<file path="src/rtl/uart_core_if.sv">
// Bus-side bundle for uart_core: the slave modport is the UART, the master modport is the CPU side.
interface uart_core_if #(
   parameter int DATA_BITS = 8
);
   // wr_en pushes din only while tx_full is low; rd_en pops only while rdy is
   // high; dout is valid whenever rdy is high and updates the cycle after a pop.
   logic [DATA_BITS-1:0] din;
   logic                 wr_en;
   logic                 tx_full;
   logic                 tx;
   logic                 tx_busy;
   logic                 rx;
   logic [DATA_BITS-1:0] dout;
   logic                 rdy;
   logic                 rd_en;
   logic                 err_clr;
   logic                 parity_err;
   logic                 frame_err;
   logic                 overrun_err;
   logic [2:0]           tx_state_dbg;
   logic [2:0]           rx_state_dbg;

   modport slave (
      input  din, wr_en, rx, rd_en, err_clr,
      output tx_full, tx, tx_busy, dout, rdy, parity_err, frame_err, overrun_err,
      output tx_state_dbg, rx_state_dbg
   );

   modport master (
      output din, wr_en, rx, rd_en, err_clr,
      input  tx_full, tx, tx_busy, dout, rdy, parity_err, frame_err, overrun_err,
      input  tx_state_dbg, rx_state_dbg
   );
endinterface

</file>
<file path="src/rtl/uart_core.sv">
// Full-duplex UART with programmable frame, 16x oversampled receiver and TX/RX FIFOs.
// Optional UART_LOOPBACK_EN adds a loopback port routing the tx register into the receiver.
module uart_core #(
   parameter int CLK_HZ        = 50000000,
   parameter int BAUD          = 115200,
   parameter int DATA_BITS     = 8,
   parameter int PARITY        = 0,
   parameter int STOP_BITS     = 1,
   parameter int TX_DEPTH_LOG2 = 3,
   parameter int RX_DEPTH_LOG2 = 3
) (
   input  logic       clk,
   input  logic       reset_n,
`ifdef UART_LOOPBACK_EN
   input  logic       loopback,
`endif
   uart_core_if.slave bus
);
   localparam int DIV   = (CLK_HZ + 8 * BAUD) / (16 * BAUD);
   localparam int DIV_W = $clog2(DIV);
   localparam int TXD   = 1 << TX_DEPTH_LOG2;
   localparam int RXD   = 1 << RX_DEPTH_LOG2;
   localparam logic [2:0] LAST_DATA = 3'(DATA_BITS - 1);
   localparam logic [2:0] LAST_STOP = 3'(STOP_BITS - 1);

   typedef enum logic [2:0] {
      S_IDLE = 3'd0, S_START = 3'd1, S_DATA = 3'd2, S_PARITY = 3'd3, S_STOP = 3'd4
   } state_t;

   logic [DIV_W-1:0] div_cnt;
   logic             tick16;

   always_ff @(posedge clk) begin
      if (!reset_n) div_cnt <= '0;
      else if (tick16) div_cnt <= '0;
      else div_cnt <= div_cnt + 1'b1;
   end
   assign tick16 = (div_cnt == DIV_W'(DIV - 1));

   logic [DATA_BITS-1:0]   tx_mem [TXD];
   logic [TX_DEPTH_LOG2:0] tx_wptr, tx_rptr;
   logic                   tx_empty, tx_full_i, tx_push, tx_pop;

   assign tx_empty  = (tx_wptr == tx_rptr);
   assign tx_full_i = (tx_wptr[TX_DEPTH_LOG2] != tx_rptr[TX_DEPTH_LOG2]) &&
                      (tx_wptr[TX_DEPTH_LOG2-1:0] == tx_rptr[TX_DEPTH_LOG2-1:0]);
   assign tx_push   = bus.wr_en && !tx_full_i;

   always_ff @(posedge clk) begin
      if (tx_push) tx_mem[tx_wptr[TX_DEPTH_LOG2-1:0]] <= bus.din;
   end

   always_ff @(posedge clk) begin
      if (!reset_n) begin
         tx_wptr <= '0;
         tx_rptr <= '0;
      end else begin
         if (tx_push) tx_wptr <= tx_wptr + 1'b1;
         if (tx_pop)  tx_rptr <= tx_rptr + 1'b1;
      end
   end

   state_t               tx_state, tx_state_nx;
   logic [3:0]           tx_tick_cnt;
   logic [2:0]           tx_bit_cnt;
   logic [DATA_BITS-1:0] tx_sh;
   logic                 tx_par, tx_line, tx_q, tx_busy_q, tx_bit_end;

   assign tx_bit_end = tick16 && (tx_tick_cnt == 4'd15);

   always_ff @(posedge clk) begin
      if (!reset_n) tx_state <= S_IDLE;
      else tx_state <= tx_state_nx;
   end

   always_comb begin
      tx_state_nx = tx_state;
      case (tx_state)
         S_IDLE:   if (tick16 && !tx_empty) tx_state_nx = S_START;
         S_START:  if (tx_bit_end) tx_state_nx = S_DATA;
         S_DATA:   if (tx_bit_end && tx_bit_cnt == LAST_DATA)
                      tx_state_nx = (PARITY != 0) ? S_PARITY : S_STOP;
         S_PARITY: if (tx_bit_end) tx_state_nx = S_STOP;
         S_STOP:   if (tx_bit_end && tx_bit_cnt == LAST_STOP)
                      tx_state_nx = tx_empty ? S_IDLE : S_START;
         default:  tx_state_nx = S_IDLE;
      endcase
   end

   // Popping at the end of the last stop bit chains frames with no idle gap.
   always_comb begin
      tx_pop  = 1'b0;
      tx_line = 1'b1;
      case (tx_state)
         S_IDLE:   tx_pop  = tick16 && !tx_empty;
         S_START:  tx_line = 1'b0;
         S_DATA:   tx_line = tx_sh[0];
         S_PARITY: tx_line = (PARITY == 1) ? ~tx_par : tx_par;
         S_STOP:   tx_pop  = tx_bit_end && (tx_bit_cnt == LAST_STOP) && !tx_empty;
         default:  tx_line = 1'b1;
      endcase
   end

   always_ff @(posedge clk) begin
      if (!reset_n) begin
         tx_tick_cnt <= '0;
         tx_bit_cnt  <= '0;
         tx_sh       <= '0;
         tx_par      <= 1'b0;
         tx_q        <= 1'b1;
         tx_busy_q   <= 1'b0;
      end else begin
         tx_q      <= tx_line;
         tx_busy_q <= (tx_state != S_IDLE) || !tx_empty;
         if (tx_pop) begin
            tx_sh       <= tx_mem[tx_rptr[TX_DEPTH_LOG2-1:0]];
            tx_par      <= ^tx_mem[tx_rptr[TX_DEPTH_LOG2-1:0]];
            tx_tick_cnt <= '0;
            tx_bit_cnt  <= '0;
         end else if (tick16 && tx_state != S_IDLE) begin
            tx_tick_cnt <= tx_tick_cnt + 4'd1;
            if (tx_bit_end) begin
               if (tx_state == S_DATA) tx_sh <= tx_sh >> 1;
               tx_bit_cnt <= (tx_state_nx != tx_state) ? 3'd0 : tx_bit_cnt + 3'd1;
            end
         end
      end
   end

   logic rx_s1, rx_s2, rx_in;

   always_ff @(posedge clk) begin
      if (!reset_n) begin
         rx_s1 <= 1'b1;
         rx_s2 <= 1'b1;
      end else begin
         rx_s1 <= bus.rx;
         rx_s2 <= rx_s1;
      end
   end

`ifdef UART_LOOPBACK_EN
   assign rx_in  = loopback ? tx_q : rx_s2;
   assign bus.tx = tx_q | loopback;
`else
   assign rx_in  = rx_s2;
   assign bus.tx = tx_q;
`endif

   state_t               rx_state, rx_state_nx;
   logic [3:0]           rx_tick_cnt;
   logic [2:0]           rx_bit_cnt;
   logic [DATA_BITS-1:0] rx_sh;
   logic                 rx_par_bad, rx_par_exp, rx_armed, rx_sample;
   logic                 rx_full, rx_empty, rx_push, rx_pop, rx_done;
   logic                 set_perr, set_ferr, set_rovr;

   // The seventh tick after the low is first seen lands on the start-bit centre.
   assign rx_sample  = tick16 && (rx_tick_cnt == ((rx_state == S_START) ? 4'd6 : 4'd15));
   assign rx_par_exp = (PARITY == 1) ? ~(^rx_sh) : ^rx_sh;

   always_ff @(posedge clk) begin
      if (!reset_n) rx_state <= S_IDLE;
      else rx_state <= rx_state_nx;
   end

   always_comb begin
      rx_state_nx = rx_state;
      case (rx_state)
         S_IDLE:   if (tick16 && !rx_in && rx_armed) rx_state_nx = S_START;
         S_START:  if (rx_sample) rx_state_nx = rx_in ? S_IDLE : S_DATA;
         S_DATA:   if (rx_sample && rx_bit_cnt == LAST_DATA)
                      rx_state_nx = (PARITY != 0) ? S_PARITY : S_STOP;
         S_PARITY: if (rx_sample) rx_state_nx = S_STOP;
         S_STOP:   if (rx_sample) rx_state_nx = S_IDLE;
         default:  rx_state_nx = S_IDLE;
      endcase
   end

   always_comb begin
      rx_done  = (rx_state == S_STOP) && rx_sample;
      rx_push  = rx_done && rx_in && !rx_full;
      set_ferr = rx_done && !rx_in;
      set_rovr = rx_done && rx_in && rx_full;
      set_perr = rx_push && rx_par_bad;
   end

   // After a framing error the line must be seen high before a new start is accepted.
   always_ff @(posedge clk) begin
      if (!reset_n) begin
         rx_tick_cnt <= '0;
         rx_bit_cnt  <= '0;
         rx_sh       <= '0;
         rx_par_bad  <= 1'b0;
         rx_armed    <= 1'b1;
      end else if (rx_state == S_IDLE) begin
         rx_tick_cnt <= '0;
         rx_bit_cnt  <= '0;
         rx_par_bad  <= 1'b0;
         if (tick16 && rx_in) rx_armed <= 1'b1;
      end else if (tick16) begin
         rx_tick_cnt <= rx_sample ? 4'd0 : rx_tick_cnt + 4'd1;
         if (rx_sample && rx_state == S_DATA) begin
            rx_sh      <= {rx_in, rx_sh[DATA_BITS-1:1]};
            rx_bit_cnt <= rx_bit_cnt + 3'd1;
         end
         if (rx_sample && rx_state == S_PARITY) rx_par_bad <= (rx_in != rx_par_exp);
         if (set_ferr) rx_armed <= 1'b0;
      end
   end

   logic [DATA_BITS-1:0]   rx_mem [RXD];
   logic [RX_DEPTH_LOG2:0] rx_wptr, rx_rptr;

   assign rx_empty = (rx_wptr == rx_rptr);
   assign rx_full  = (rx_wptr[RX_DEPTH_LOG2] != rx_rptr[RX_DEPTH_LOG2]) &&
                     (rx_wptr[RX_DEPTH_LOG2-1:0] == rx_rptr[RX_DEPTH_LOG2-1:0]);
   assign rx_pop   = bus.rd_en && !rx_empty;

   always_ff @(posedge clk) begin
      if (rx_push) rx_mem[rx_wptr[RX_DEPTH_LOG2-1:0]] <= rx_sh;
   end

   always_ff @(posedge clk) begin
      if (!reset_n) begin
         rx_wptr <= '0;
         rx_rptr <= '0;
      end else begin
         if (rx_push) rx_wptr <= rx_wptr + 1'b1;
         if (rx_pop)  rx_rptr <= rx_rptr + 1'b1;
      end
   end

   logic perr_q, ferr_q, oerr_q;

   // A flag being set in the same cycle as err_clr stays set.
   always_ff @(posedge clk) begin
      if (!reset_n) begin
         perr_q <= 1'b0;
         ferr_q <= 1'b0;
         oerr_q <= 1'b0;
      end else begin
         perr_q <= set_perr | (perr_q & ~bus.err_clr);
         ferr_q <= set_ferr | (ferr_q & ~bus.err_clr);
         oerr_q <= set_rovr | (bus.wr_en & tx_full_i) | (oerr_q & ~bus.err_clr);
      end
   end

   assign bus.tx_full      = tx_full_i;
   assign bus.tx_busy      = tx_busy_q;
   assign bus.rdy          = !rx_empty;
   assign bus.dout         = rx_empty ? '0 : rx_mem[rx_rptr[RX_DEPTH_LOG2-1:0]];
   assign bus.parity_err   = perr_q;
   assign bus.frame_err    = ferr_q;
   assign bus.overrun_err  = oerr_q;
   assign bus.tx_state_dbg = tx_state;
   assign bus.rx_state_dbg = rx_state;
endmodule
</file>
<file path="src/flat_wrapper.sv">
// flat-port wrapper written by rule: the top's interface ports become plain ports
module uart_core_flat 
#(
   parameter int CLK_HZ        = 50000000,
   parameter int BAUD          = 115200,
   parameter int DATA_BITS     = 8,
   parameter int PARITY        = 0,
   parameter int STOP_BITS     = 1,
   parameter int TX_DEPTH_LOG2 = 3,
   parameter int RX_DEPTH_LOG2 = 3
)
  (clk, reset_n, bus_din, bus_wr_en, bus_rx, bus_rd_en, bus_err_clr, bus_tx_full, bus_tx, bus_tx_busy, bus_dout, bus_rdy, bus_parity_err, bus_frame_err, bus_overrun_err, bus_tx_state_dbg, bus_rx_state_dbg);
  uart_core_if #(.DATA_BITS(DATA_BITS)) bus_i ();
  input  logic clk;
  input  logic reset_n;
  input wire logic [$bits(bus_i.din)-1:0] bus_din;
  input wire logic [$bits(bus_i.wr_en)-1:0] bus_wr_en;
  input wire logic [$bits(bus_i.rx)-1:0] bus_rx;
  input wire logic [$bits(bus_i.rd_en)-1:0] bus_rd_en;
  input wire logic [$bits(bus_i.err_clr)-1:0] bus_err_clr;
  output wire logic [$bits(bus_i.tx_full)-1:0] bus_tx_full;
  output wire logic [$bits(bus_i.tx)-1:0] bus_tx;
  output wire logic [$bits(bus_i.tx_busy)-1:0] bus_tx_busy;
  output wire logic [$bits(bus_i.dout)-1:0] bus_dout;
  output wire logic [$bits(bus_i.rdy)-1:0] bus_rdy;
  output wire logic [$bits(bus_i.parity_err)-1:0] bus_parity_err;
  output wire logic [$bits(bus_i.frame_err)-1:0] bus_frame_err;
  output wire logic [$bits(bus_i.overrun_err)-1:0] bus_overrun_err;
  output wire logic [$bits(bus_i.tx_state_dbg)-1:0] bus_tx_state_dbg;
  output wire logic [$bits(bus_i.rx_state_dbg)-1:0] bus_rx_state_dbg;
  assign bus_i.din = bus_din;
  assign bus_i.wr_en = bus_wr_en;
  assign bus_i.rx = bus_rx;
  assign bus_i.rd_en = bus_rd_en;
  assign bus_i.err_clr = bus_err_clr;
  assign bus_tx_full = bus_i.tx_full;
  assign bus_tx = bus_i.tx;
  assign bus_tx_busy = bus_i.tx_busy;
  assign bus_dout = bus_i.dout;
  assign bus_rdy = bus_i.rdy;
  assign bus_parity_err = bus_i.parity_err;
  assign bus_frame_err = bus_i.frame_err;
  assign bus_overrun_err = bus_i.overrun_err;
  assign bus_tx_state_dbg = bus_i.tx_state_dbg;
  assign bus_rx_state_dbg = bus_i.rx_state_dbg;
  uart_core #(.CLK_HZ(CLK_HZ), .BAUD(BAUD), .DATA_BITS(DATA_BITS), .PARITY(PARITY), .STOP_BITS(STOP_BITS), .TX_DEPTH_LOG2(TX_DEPTH_LOG2), .RX_DEPTH_LOG2(RX_DEPTH_LOG2)) u_core (.clk(clk), .reset_n(reset_n), .bus(bus_i));
endmodule
</file>
<file path="config.mk">
export PLATFORM = sky130hd
export DESIGN_NAME = uart_core_flat
export DESIGN_NICKNAME = d
export VERILOG_FILES = /design/src/rtl/uart_core_if.sv /design/src/rtl/uart_core.sv /design/src/flat_wrapper.sv
export SDC_FILE = /design/constraint.sdc
export NUM_CORES = 1
export LEC_CHECK = 0
export CELL_PAD_IN_SITES_DETAIL_PLACEMENT = 0
export CELL_PAD_IN_SITES_GLOBAL_PLACEMENT = 1
export CORE_ASPECT_RATIO = 1.1
export CORE_MARGIN = 5
export CORE_UTILIZATION = 51
export CTS_BUF_LIST = sky130_fd_sc_hd__clkbuf_4 sky130_fd_sc_hd__clkbuf_8 sky130_fd_sc_hd__clkbuf_16
export DETAILED_ROUTE_END_ITERATION = 8
export HOLD_SLACK_MARGIN = 0.1
export PLACE_DENSITY = 0.81
export REMOVE_ABC_BUFFERS = 1
export SETUP_SLACK_MARGIN = 0.02
export SLEW_MARGIN = 20
export SYNTH_ARGS = -nofsm -noshare
export SYNTH_HDL_FRONTEND = slang
export SYNTH_SLANG_ARGS = --single-unit
</file>
<file path="constraint.sdc">
create_clock -name clk -period 3.4 [get_ports clk]
set_clock_uncertainty 0.2 [all_clocks]
set_input_delay 0.51 -clock clk [delete_from_list [all_inputs] [get_ports clk]]
set_output_delay 0.51 -clock clk [all_outputs]
set_load 0.03 [all_outputs]
</file>
==> results_dict.tcl <==
set metrics [dict create \
    outcome "finished, final reports clean" \
    hold_path_startpoint "u_core.rx_s1" \
    yosys.area.top_type "edfxtp_1" \
    fillers 1263 \
    die_w_um 132 \
    cts_root_buffer "clkbuf_16" \
    drtPass1Iterations 5 \
    ys.flop_type "edfxtp_1" \
    finalSetupTns_ps 0 \
    worstPathRequired_ps 2690 \
    startpoint_type "register" \
    reg2reg_to "u_core.rx_bit_cnt[1]" \
    insertion_delay_ps 480 \
    cts_buffers 20 \
    die_h_um 145 \
    drc 0 \
    synthTopCellsByArea "edfxtp_1 46%, dfxtp_1 17%, mux4_2 7.0%" \
    synth_top_cell_area_share 0.457 \
    synth-async-reset-ratio 0 \
    cp-end-kind "output port" \
    crit_path_end "bus_dout[7]" \
    syn_inst 586 \
    tightest_slew_ps 789 \
    finalCriticalPeriod_ps 3120 \
    synth_seq_area_share 0.630 \
    hold_viol 0 \
    clk_pin_slew_ps 60 \
    drv_slew 0 \
    dieArea_mm2 0.0192 \
    cp_top_family "buffers and inverters" \
    avgRoutedWirePerCell_um 17.9 \
    worstSetupPathDepth 5 \
    crit_slowest_cell "clkdlybuf4s50_1" \
    core_region_area_mm2 0.0163 \
    diodes 0 \
    critPathKind "register to output port" \
    grt_max_degree 38 \
    crit_path_max_fanout 16 \
    multi_input_area_mm2 0.00291 \
    ys_warn_count 0 \
    design_area_mm2 0.00966 \
    avgSynthCellArea_um2 14.4 \
    worstRegToRegCells 9 \
    io_pins 35 \
    cts_max_level 1 \
    cts_sinks 201 \
    path_buf_inv 2 \
    maxCapViolCount 0 \
    fmax_mhz 320 \
    final-setup-viol-count 0 \
    final_net_count 662 \
    initial_core_util 0.516 \
    grt.total_usage 0.160 \
    grt_overflow 0 \
    antenna_found_initial 0 \
    timing.rr.start "u_core.div_cnt[0]" \
    vdd_drop_max_mv 0.374 \
    max_stage_delay_ps 590 \
    slew_headroom 0.471 \
    rsz0062_at_grt "false" \
    dr_total_vias 4691 \
    postCtsSetupRepairBufs 0 \
    synth_area_mm2 0.00841 \
    fp-row-count 49 \
    viasPerCell 5.51 \
    gp_congestion 0.757 \
    hp-class "register to register" \
    ant_nets 0 \
    p_leak_uw 0.00340 \
    hpwl_um 10500 \
    post-route-period-util 0.918 \
    clock_path_buffers 3 \
    dpl_cell_area_mm2 0.00902 \
    portBuffers 34 \
    power_density_mw_per_mm2 497 \
    synth_edf_count 128 \
    post_synth_num_cell_types 62 \
    seqCellArea_mm2 0.00531 \
    r2r_slack_ps 700 \
    drt_iter0_markers 259 \
    grt_pass1_wl_um 24600 \
    path_cells "buf_4, mux4_2, mux2i_1, nor2_1, clkdlybuf4s50_1" \
    syn_to_final_growth_pct 14.8 \
    final_cells 852 \
    dp_cells 817 \
    cp.arrival_ps 2410 \
    cts_tree "yes" \
    layout-drive-gt1-share 0.151 \
    grt_pass1_vias 4829 \
    drt-total-wl_um 15300 \
    synth_seq_cells 201 \
]
## kinds of logic (layout without fill, tap and decap cells)
kind of cell	after synthesis	after routing	share of synthesized area
flops	201	201	0.630
simple gates	172	172	0.109
mux	66	66	0.131
compound gates	51	51	0.0407
buf+inv	43	105	0.0250
xor+xnor	40	40	0.0442
fa+ha+maj	13	13	0.0193
## worst register-to-register path, delay by kind of cell (launching register included)
| family | cells | cell delay (ps) |
|---|---|---|
| flops | 1 | 330 |
| simple gates | 4 | 910 |
| compound gates | 1 | 340 |
| mux | 1 | 310 |
| fa+ha+maj | 1 | 170 |
| buf+inv | 2 | 320 |
## where the power goes
part | internal, uW | total, uW | switching [uW]
registers | 2600 | 2610 | 11.9
clock network | 1230 | 2060 | 836
logic | 61.7 | 124 | 62.0
## worst min-delay path by stage
| stage | end | slack [ps] | cells after the start |
|---|---|---|---|
| finish | u_core.rx_in | 210 | 1 |
| global route | u_core.rx_in | 250 | 1 |
| CTS | u_core.rx_in | 220 | 1 |
| detailed placement | u_core.rx_in | 200 | 1 |
| global placement | u_core.rx_in | 190 | 1 |
| floorplan | u_core.rx_in | 190 | 1 |
## per-layer routing
| metal | up-vias | routed length (um) | track usage |
|---|---|---|---|
| li1 | 2257 | - | - |
| met1 | 2330 | 6220 | 0.190 |
| met2 | 84 | 8290 | 0.308 |
| met3 | 20 | 579 | 0.0246 |
| met4 | 0 | 184 | 0.0361 |
| met5 | - | 0 | 0 |
## stage by stage
step	hold WS, ps	setup WS [ps]	power [uW]	util
global route	248	114	4960	0.592
finish	214	278	4800	0.592
detailed placement	202	699	2790	0.553
floorplan	186	320	2730	-
CTS	216	162	4840	0.592
global placement	193	743	2790	0.553
## area by class of cell
type	instances	share of cell area
clock buffers	30	0.0627
repair buffers	58	0.0539
inverters	12	0.00466
well taps	204	0.0264
flip-flops and latches	201	0.549
clock inverters	5	0.00220
multi-input cells	342	0.301
## cells in the final DEF, fill, tap and decap left out, types with 5 or more instances in the layout
| cell type | netlist | final |
|---|---|---|
| edfxtp_1 | 128 | 128 |
| mux2i_1 | 27 | 27 |
| and2_1 | 19 | 19 |
| nand2b_1 | 9 | 9 |
| clkbuf_4 | 0 | 7 |
| nand4_1 | 5 | 5 |
| inv_1 | 11 | 11 |
| buf_4 | 0 | 24 |
| nand3_1 | 7 | 7 |
| clkdlybuf4s50_1 | 0 | 34 |
| nor3_1 | 14 | 14 |
| nor2b_1 | 17 | 17 |
| a22oi_1 | 7 | 7 |
| o21ai_0 | 8 | 8 |
| a21oi_1 | 10 | 10 |
| a21boi_1 | 6 | 6 |
| xor2_1 | 18 | 18 |
| clkbuf_16 | 0 | 21 |
| nand2_1 | 27 | 27 |
| xnor2_1 | 20 | 20 |
| dfxtp_1 | 73 | 73 |
| nor3b_1 | 6 | 6 |
| ha_1 | 13 | 13 |
| mux4_1 | 6 | 6 |
| nor2_1 | 46 | 46 |
| mux4_2 | 26 | 26 |
## synth_stat cells, types with 3 or more instances
library cell and instances:
clkbuf_1 19, nor3_1 14, dfxtp_1 73, o21a_1 4, inv_1 11, and2_1 19, xor2_1 18, o21ai_1 3
o21ai_0 8, mux2_2 3, nor2b_1 17, mux2i_1 27, nand4_1 5, nand3_1 7, nor2_1 46, xnor2_1 20
a22oi_1 7, a21boi_1 6, a21oi_1 10, nand2_1 27, edfxtp_1 128, mux4_1 6, mux4_2 26, nor3b_1 6
or3_1 4, ha_1 13, nand2b_1 9, buf_2 7
## state kept, by name, summed over array words and instances (netlist names), 4 cells and up, named ones only
register	flops
u_core.rx_mem	64
u_core.tx_mem	64
u_core.rx_sh	8
u_core.tx_sh	8
u_core.div_cnt	5
u_core.rx_rptr	4
u_core.rx_tick_cnt	4
u_core.rx_wptr	4
u_core.tx_rptr	4
u_core.tx_tick_cnt	4
u_core.tx_wptr	4
## what timing repair did
action	in CTS	in global routing
hold buffers	0	0
setup endpoints to repair	0	1
gates resized for setup	0	1
hold endpoints to repair	0	0
Power figures use the tool's default switching activity.
